--- src/rtl/mode_counter.sv ---
// ---------------------------------------------------------------------------
// mode_counter
//
// Parametrised up/down counter with a programmable modulus, run-time
// direction, synchronous clear and load, count enable, wrap or saturate
// behaviour at the range ends, and boundary event flags.
//
// Count range is 0..TOP, where TOP = MODULUS-1, or 2^WIDTH-1 when
// MODULUS = 0.
//
// Parameters:
//   WIDTH     counter width in bits (>= 2)
//   MODULUS   0 for the full range, otherwise 2 <= MODULUS <= 2^WIDTH
//
// Ports:
//   clk       clock, all state changes on the rising edge
//   rst_n     asynchronous active-low reset
//   en        count enable
//   dir       direction: 1 = up, 0 = down
//   sat       0 = wrap at the range ends, 1 = hold at the range ends
//   clr       synchronous clear (highest priority)
//   load      synchronous load (clipped to TOP)
//   load_val  value for load
//   cnt       current count
//   zero      cnt == 0
//   top       cnt == TOP
//   evt       one-cycle pulse in the cycle after a boundary edge
//   ovf       sticky boundary flag, cleared by clr or reset
// ---------------------------------------------------------------------------
module mode_counter #(
    parameter int unsigned     WIDTH   = 32,
    parameter longint unsigned MODULUS = 0
) (
    input  logic             clk,
    input  logic             rst_n,
    input  logic             en,
    input  logic             dir,
    input  logic             sat,
    input  logic             clr,
    input  logic             load,
    input  logic [WIDTH-1:0] load_val,
    output logic [WIDTH-1:0] cnt,
    output logic             zero,
    output logic             top,
    output logic             evt,
    output logic             ovf
);

    // TOP is computed at elaboration time so that MODULUS = 2^WIDTH lands
    // on all-ones without the counter ever relying on natural overflow.
    localparam logic [WIDTH-1:0] TOP  = (MODULUS == 0) ? '1 : WIDTH'(MODULUS - 64'd1);
    localparam logic [WIDTH-1:0] ONE  = WIDTH'(1);

    logic [WIDTH-1:0] r_cnt;
    logic             r_evt;
    logic             r_ovf;

    logic             w_at_top;
    logic             w_at_zero;

    assign w_at_top  = (r_cnt == TOP);
    assign w_at_zero = (r_cnt == '0);

    // NOTE: all state below is written with non-blocking assignments so every
    // register samples the pre-edge values of the others in the same edge.
    always_ff @(posedge clk or negedge rst_n) begin
        if (!rst_n) begin
            r_cnt <= '0;
            r_evt <= 1'b0;
            r_ovf <= 1'b0;
        end else if (clr) begin
            r_cnt <= '0;
            r_evt <= 1'b0;
            r_ovf <= 1'b0;
        end else if (load) begin
            r_cnt <= (load_val > TOP) ? TOP : load_val;
            r_evt <= 1'b0;
        end else if (en) begin
            if (dir) begin
                if (w_at_top) begin
                    r_cnt <= sat ? TOP : '0;
                    r_evt <= 1'b1;
                    r_ovf <= 1'b1;
                end else begin
                    r_cnt <= r_cnt + ONE;
                    r_evt <= 1'b0;
                end
            end else begin
                if (w_at_zero) begin
                    r_cnt <= sat ? '0 : TOP;
                    r_evt <= 1'b1;
                    r_ovf <= 1'b1;
                end else begin
                    r_cnt <= r_cnt - ONE;
                    r_evt <= 1'b0;
                end
            end
        end else begin
            r_evt <= 1'b0;
        end
    end

    assign cnt  = r_cnt;
    assign zero = w_at_zero;
    assign top  = w_at_top;
    assign evt  = r_evt;
    assign ovf  = r_ovf;

endmodule
--- config.mk ---
export PLATFORM = sky130hd
export DESIGN_NAME = mode_counter
export DESIGN_NICKNAME = d
export VERILOG_FILES = /design/src/rtl/mode_counter.sv
export SDC_FILE = /design/constraint.sdc
export NUM_CORES = 1
export LEC_CHECK = 0
export ABC_AREA = 1
export CAP_MARGIN = 0
export CELL_PAD_IN_SITES_DETAIL_PLACEMENT = 1
export CELL_PAD_IN_SITES_GLOBAL_PLACEMENT = 1
export CORE_UTILIZATION = 30
export DETAILED_ROUTE_END_ITERATION = 10
export PLACE_DENSITY = 0.69
export SYNTH_ARGS = -nofsm -noshare
export SYNTH_HDL_FRONTEND = slang
export SYNTH_SLANG_ARGS = --single-unit
--- constraint.sdc ---
create_clock -name clk -period 2.5 [get_ports clk]
set_input_delay 0.5 -clock clk [delete_from_list [all_inputs] [get_ports clk]]
set_output_delay 0.5 -clock clk [all_outputs]
set_load 0.02 [all_outputs]
==> results of run 1 <==
worst max-delay path, cell delays in order, from the launching register on:
cell     delay (ns)
dfrtp_1        0.44
buf_4          0.18
nor2_1         0.09
nand2_1        0.17
nor2_1         0.26
nand2_1        0.23
nor2_1         0.22
nand3_1        0.11
nand3_1        0.13
nand4_1        0.17
nand2_1        0.10
nand2_1        0.05
nand2_1        0.06
how the worst max path moves through the flow:
| stage | startpoint | endpoint |
|---|---|---|
| floorplan | cnt[14] | zero |
| global placement | cnt[16] | zero |
| detailed placement | sat | cnt[17] |
| CTS | cnt[16] | zero |
| global route | cnt[0] | cnt[6] |
| finish | cnt[2] | cnt[29] |
state kept, by name, summed over array words and instances, names as in the netlist:
signal	flops
cnt	32
ovf	1
evt	1
metal layers:
layer / routed length [µm] / vias to the layer above
li1: - / 2602
met1: 8800 / 2552
met2: 8550 / 107
met3: 642 / 18
met4: 343 / 0
met5: 0 / -
cells in the mapped netlist (2+ instances only):
cell type / instances / area, µm²
clkbuf_1: 14 / 52.6
nor3_2: 2 / 20.0
o21ai_0: 22 / 110
nand4_1: 15 / 93.8
and2_1: 2 / 12.5
buf_4: 4 / 30.0
nand2_1: 335 / 1260
xor2_1: 21 / 184
ha_1: 3 / 37.5
inv_2: 2 / 7.51
nor2_4: 6 / 67.6
nand3_1: 52 / 260
inv_1: 44 / 165
clkbuf_2: 3 / 15.0
or2_2: 2 / 12.5
nand3_2: 11 / 110
buf_2: 21 / 105
o21ai_1: 2 / 10.0
nor2_2: 15 / 93.8
xnor2_1: 8 / 70.1
a21oi_1: 38 / 190
nor2_1: 94 / 353
dfrtp_1: 34 / 851
nand2_2: 5 / 31.3
nor3_1: 2 / 10.0
buf_6: 7 / 78.8
nand3b_1: 2 / 15.0
repair_timing:
item / CTS / global route
gates cloned: 0 / 0
gates resized for setup: 3 / 6
endpoints found under the setup margin: 2 / 12
power groups by stage:
stage | combinational [mW] | sequential, mW | clock, mW
after floorplan | 0.552 | 0.675 | 0
final | 1.01 | 0.633 | 0.726
after CTS | 1.01 | 0.632 | 0.754
after global placement | 0.986 | 0.639 | 0
after detailed placement | 1.00 | 0.642 | 0
after global routing | 1.11 | 0.638 | 0.763
logic make-up after synthesis:
group	share of synthesized area [%]
compound gates	8.17
xor+xnor	5.90
fa+ha+maj	0.873
buf+inv	10.6
flops	19.8
simple gates	54.6
cell type report:
cell class	count	share of cell area (%)
inverter	46	3.04
tap	180	3.97
sequential	34	15.0
multi-input combinational	642	53.1
clock buffer	8	2.93
timing repair buffer	140	22.0
per-stage QoR:
step | cell area, µm² | std cells
6_report | 5680 | 1050
5_1_grt | 5680 | 1050
4_1_cts | 5670 | 1050
3_5_place_dp | 5500 | 1042
3_3_place_gp | 5500 | 1042
2_1_floorplan | 4300 | 772
==> results.py, run 1 <==
metrics = {
    "pwr": {
        "switchingPower_mw": 0.920,
        "pwr_density_cell_nw_per_um2": 417,
        "p_int_mw": 1.44,
        "swShare_pct": 38.9,
        "total_power_mw": 2.36,
        "clkPwrFrac_pct": 30.7,
        "pwr-share-comb_pct": 42.5,
        "pwr-share-seq_pct": 26.8,
        "ir_drop_mv": 0.220,
        "p_leak_nw": 2.64,
    },
    "detailed_routing": {
        "dr_total_vias": 5279,
        "drt_iter0_drc": 221,
        "drc_errors": 0,
        "ant_nets": 0,
        "dr.pass1.iters": 5,
        "via_per_inst": 5.03,
        "wirelength_um": 18300,
        "wl_per_cell_um": 17.5,
    },
    "global_routing": {
        "use_met2_pct": 43.1,
        "grt-busiest-layer": "met2",
        "gr-total-overflow": 0,
        "grt_start_max_net_pins": 35,
        "grt_pass1_vias": 5351,
        "grt_pass1_wl_um": 29300,
        "grtUsageMet1_pct": 35.6,
        "gr-usage-all-layers_pct": 26.0,
        "antenna_found_initial": 0,
        "grt_use_met3_pct": 2.86,
    },
    "die": {
        "floorplan.initialDensity_pct": 30.9,
        "die_w_um": 122,
        "fp.dieArea_um2": 14800,
        "io-pin-count": 75,
        "chipHeight_um": 122,
        "rows": 43,
        "coreArea_um2": 13900,
    },
    "timing": {
        "holdWs_ns": 0.332,
        "fmax_ghz": 0.438,
        "tns_ns": 0,
        "rsz0062_at_grt": "no",
        "final_hold_viol_count": 0,
        "period_share_pct": 91.3,
        "report.final.setup_viol": 0,
        "slew_violations": 0,
        "fin_skew_ns": 0.00346,
        "layout_setup_ws_ns": 0.217,
        "min_period_ns": 2.28,
        "worstMarginPinSlew_ns": 0.921,
        "timing.slew.headroom_pct": 38.6,
    },
    "clock_tree": {
        "root_buffer": "clkbuf_16",
        "holdBufCountCts": 0,
        "ctsHtreeMaxLevel": 2,
        "cts_buffer_depth": 2,
        "cts_tree": "built",
        "cts_made_buffers": 5,
        "postCtsSetupRepairBufs": 0,
        "clk_pin_slew_worst_paths_ns": 0.06,
        "cts_sinks": 34,
        "insertion_delay_ns": 0.30,
    },
    "synthesis": {
        "syn_area_per_cell_um2": 5.57,
        "syn-cell-area_um2": 4300,
        "synth_seq_cells": 34,
        "yosysSeqAreaShare_pct": 19.8,
        "ys_warn_count": 0,
        "syn_nets": 814,
        "synth_cells": 772,
        "synth_edf_count": 0,
        "synth-main-ff-cell": "dfrtp_1",
        "async_flop_share_pct": 100,
        "ys_types": 33,
    },
    "place": {
        "place_congestion": 0.888,
        "hpwl_um": 14900,
        "place_ws_ns": 0.0287,
        "portBuffers": 74,
    },
    "critical_path": {
        "end_kind": "flop",
        "crit_fanout": 5,
        "crit_type": "flop to flop",
        "r2r_cells": 12,
        "critPathLaunchType": "flop",
        "rr_endpoint": "cnt[29]",
        "worst-r2r-setup-slack_ns": 0.22,
        "worstPathArrival_ns": 2.52,
        "r2r-start": "cnt[2]",
        "critPathRequiredTime_ns": 2.73,
    },
    "outcome": {
        "status": "finished, final reports clean",
    },
    "layout": {
        "drive_above_1_share_pct": 14.3,
        "antenna_cells": 0,
        "final_common_cell": "nand2_1",
        "regArea_um2": 851,
        "nFillCells": 1906,
        "area_delta_synth_final_pct": 31.9,
        "fin_util_pct": 40.7,
        "layout_common_cells": "nand2_1 (335), nor2_1 (93), clkdlybuf4s50_1 (71)",
        "multi_input_area_um2": 3010,
        "nNetsFinal": 911,
    },
    "flow_run": {
        "drv_cap": 0,
    },
    "worst_hold_path": {
        "worstHoldPathType": "input port to async pin",
    },
}
(Power assumes the default switching activity.)
==> inputs of run 2 (changes only) <==
--- a/config.mk
+++ b/config.mk
@@ -11,6 +11,7 @@
 export CELL_PAD_IN_SITES_GLOBAL_PLACEMENT = 1
 export CORE_UTILIZATION = 30
 export DETAILED_ROUTE_END_ITERATION = 10
+export GPL_ROUTABILITY_DRIVEN = 0
 export PLACE_DENSITY = 0.69
 export SYNTH_ARGS = -nofsm -noshare
 export SYNTH_HDL_FRONTEND = slang
==> run 2 against run 1 <==
  * Total power about the same
  * Non-clock buffer count unchanged
  * Clock-buffer cell count unchanged
  * Register-to-register slack improved by 0.03 ns
  * Combinational power about the same
  * Sequential power about the same
  * Core utilization increased by 0.20 points
==> results.py, run 2 (synthesis gave the netlist of run 1 again) <==
metrics = {
    "detailed_routing": {
        "wl_per_cell_um": 17.0,
        "dr_total_vias": 5356,
        "drc_errors": 0,
        "ant_nets": 0,
        "drt_iter0_drc": 228,
        "dr.pass1.iters": 4,
        "wirelength_um": 17900,
        "via_per_inst": 5.10,
    },
    "global_routing": {
        "grt_pass1_vias": 5601,
        "gr-total-overflow": 0,
        "grt_start_max_net_pins": 35,
        "antenna_found_initial": 0,
        "grt_pass1_wl_um": 28900,
        "gr-usage-all-layers_pct": 25.4,
    },
    "timing": {
        "final_hold_viol_count": 0,
        "report.final.setup_viol": 0,
        "fin_skew_ns": 0.00314,
        "fmax_ghz": 0.414,
        "worstMarginPinSlew_ns": 0.890,
        "period_share_pct": 96.6,
        "holdWs_ns": 0.322,
        "slew_violations": 0,
        "min_period_ns": 2.41,
        "timing.slew.headroom_pct": 40.7,
    },
    "critical_path": {
        "crit_fanout": 6,
        "worst-r2r-setup-slack_ns": 0.25,
        "rr_endpoint": "cnt[16]",
        "r2r-start": "cnt[0]",
        "end_kind": "output pin",
        "critPathLaunchType": "flop",
        "r2r_cells": 14,
        "worstPathArrival_ns": 1.91,
        "crit_start": "cnt[14]",
        "critPathCapture": "zero",
        "critPathRequiredTime_ns": 2.00,
        "crit_type": "flop to output pin",
    },
    "die": {
        "fp.dieArea_um2": 14800,
        "io-pin-count": 75,
        "rows": 43,
        "chipHeight_um": 122,
        "coreArea_um2": 13900,
        "floorplan.initialDensity_pct": 30.9,
        "die_w_um": 122,
    },
    "place": {
        "hpwl_um": 14000,
        "placed_cells": 1039,
        "portBuffers": 74,
    },
    "layout": {
        "layout_common_cells": "nand2_1 (335), nor2_1 (93), clkdlybuf4s50_1 (71)",
        "antenna_cells": 0,
        "final_common_cell": "nand2_1",
        "largest_reg_flops": 32,
        "drive_above_1_share_pct": 14.4,
        "nNetsFinal": 911,
        "area_delta_synth_final_pct": 32.6,
        "layoutNonFillerInstCount": 1050,
        "nFillCells": 1896,
    },
    "clock_tree": {
        "cts_made_buffers": 5,
        "cts_buffer_depth": 2,
        "insertion_delay_ns": 0.30,
        "ctsHtreeMaxLevel": 2,
        "cts_tree": "built",
        "root_buffer": "clkbuf_16",
        "cts_sinks": 34,
        "clk_pin_slew_worst_paths_ns": 0.06,
    },
    "pwr": {
        "p_leak_nw": 2.66,
        "pwr-share-seq_pct": 26.9,
        "pwr-share-comb_pct": 42.2,
        "clkPwrFrac_pct": 30.9,
        "switchingPower_mw": 0.922,
        "swShare_pct": 39.0,
        "p_int_mw": 1.44,
        "pwr_density_cell_nw_per_um2": 415,
        "ir_drop_mv": 0.225,
    },
    "outcome": {
        "status": "finished, final reports clean",
    },
    "flow_run": {
        "drv_cap": 0,
    },
    "worst_hold_path": {
        "worstHoldPathType": "input port to async pin",
    },
}
==> run 2: timing repair <==
| action | CTS | global route |
|---|---|---|
| gates resized for setup | 9 | 6 |
| pin swaps | 0 | 1 |
| hold endpoints to repair | 0 | 0 |
| setup endpoints to repair | 2 | 3 |
| buffers inserted | 0 | 3 |
| hold buffers | 0 | 0 |
==> run 2: area by class of cell <==
cell class | count | area [µm²] | area share [%]
multi-input cells | 642 | 3040 | 53.2
repair buffers | 140 | 1250 | 22.0
flip-flops and latches | 34 | 851 | 14.9
well taps | 180 | 225 | 3.95
inverters | 46 | 173 | 3.03
clock buffers | 8 | 166 | 2.92
==> run 2: power by group through the flow <==
stage | registers [mW] | clock network [mW] | logic [mW]
final | 0.636 | 0.731 | 0.998
after detailed placement | 0.646 | 0 | 0.981
after floorplan | 0.675 | 0 | 0.552
after global placement | 0.644 | 0 | 0.964
after CTS | 0.636 | 0.745 | 0.991
after global routing | 0.642 | 0.756 | 1.10
==> run 2: worst max-delay path: stages, from the launching register on <==
cell and delay [ns]:
dfrtp_1 0.44, nor2_1 0.18, nand2_1 0.12, nor2_1 0.16
nand2_1 0.16, nor4_4 0.24, clkdlybuf4s15_2 0.31
==> run 2: metrics by stage <==
step | util, % | setup slack [ns] | power [mW] | TNS [ns] | instance area [µm²]
2_1_floorplan | - | 0.432 | 1.23 | 0 | 4300
3_3_place_gp | 39.3 | 0.00144 | 1.61 | 0 | 5480
3_5_place_dp | 39.3 | -0.0905 | 1.63 | -0.850 | 5480
4_1_cts | 40.6 | 0.00714 | 2.37 | 0 | 5660
5_1_grt | 40.9 | -0.0576 | 2.50 | -0.0576 | 5700
6_report | 40.9 | 0.0855 | 2.37 | 0 | 5700
==> run 2: worst min path at each step <==
stage / end / startpoint / depth (start not counted) / slack (ns)
after floorplan: cnt[0] / rst_n / 0 / 0.20
after global placement: ovf / ovf / 1 / 0.49
after detailed placement: ovf / ovf / 1 / 0.50
after CTS: ovf / rst_n / 1 / 0.34
after global routing: ovf / rst_n / 1 / 0.39
final: ovf / rst_n / 1 / 0.32
==> run 2: layer usage <==
layer	part of all wire [%]	routed length (µm)	global-route usage, %	up-vias
li1	-	-	-	2598
met1	46	8250	32.9	2598
met2	47	8480	43.3	133
met3	4.3	766	3.70	27
met4	2.1	374	7.79	0
met5	0	0	0	-
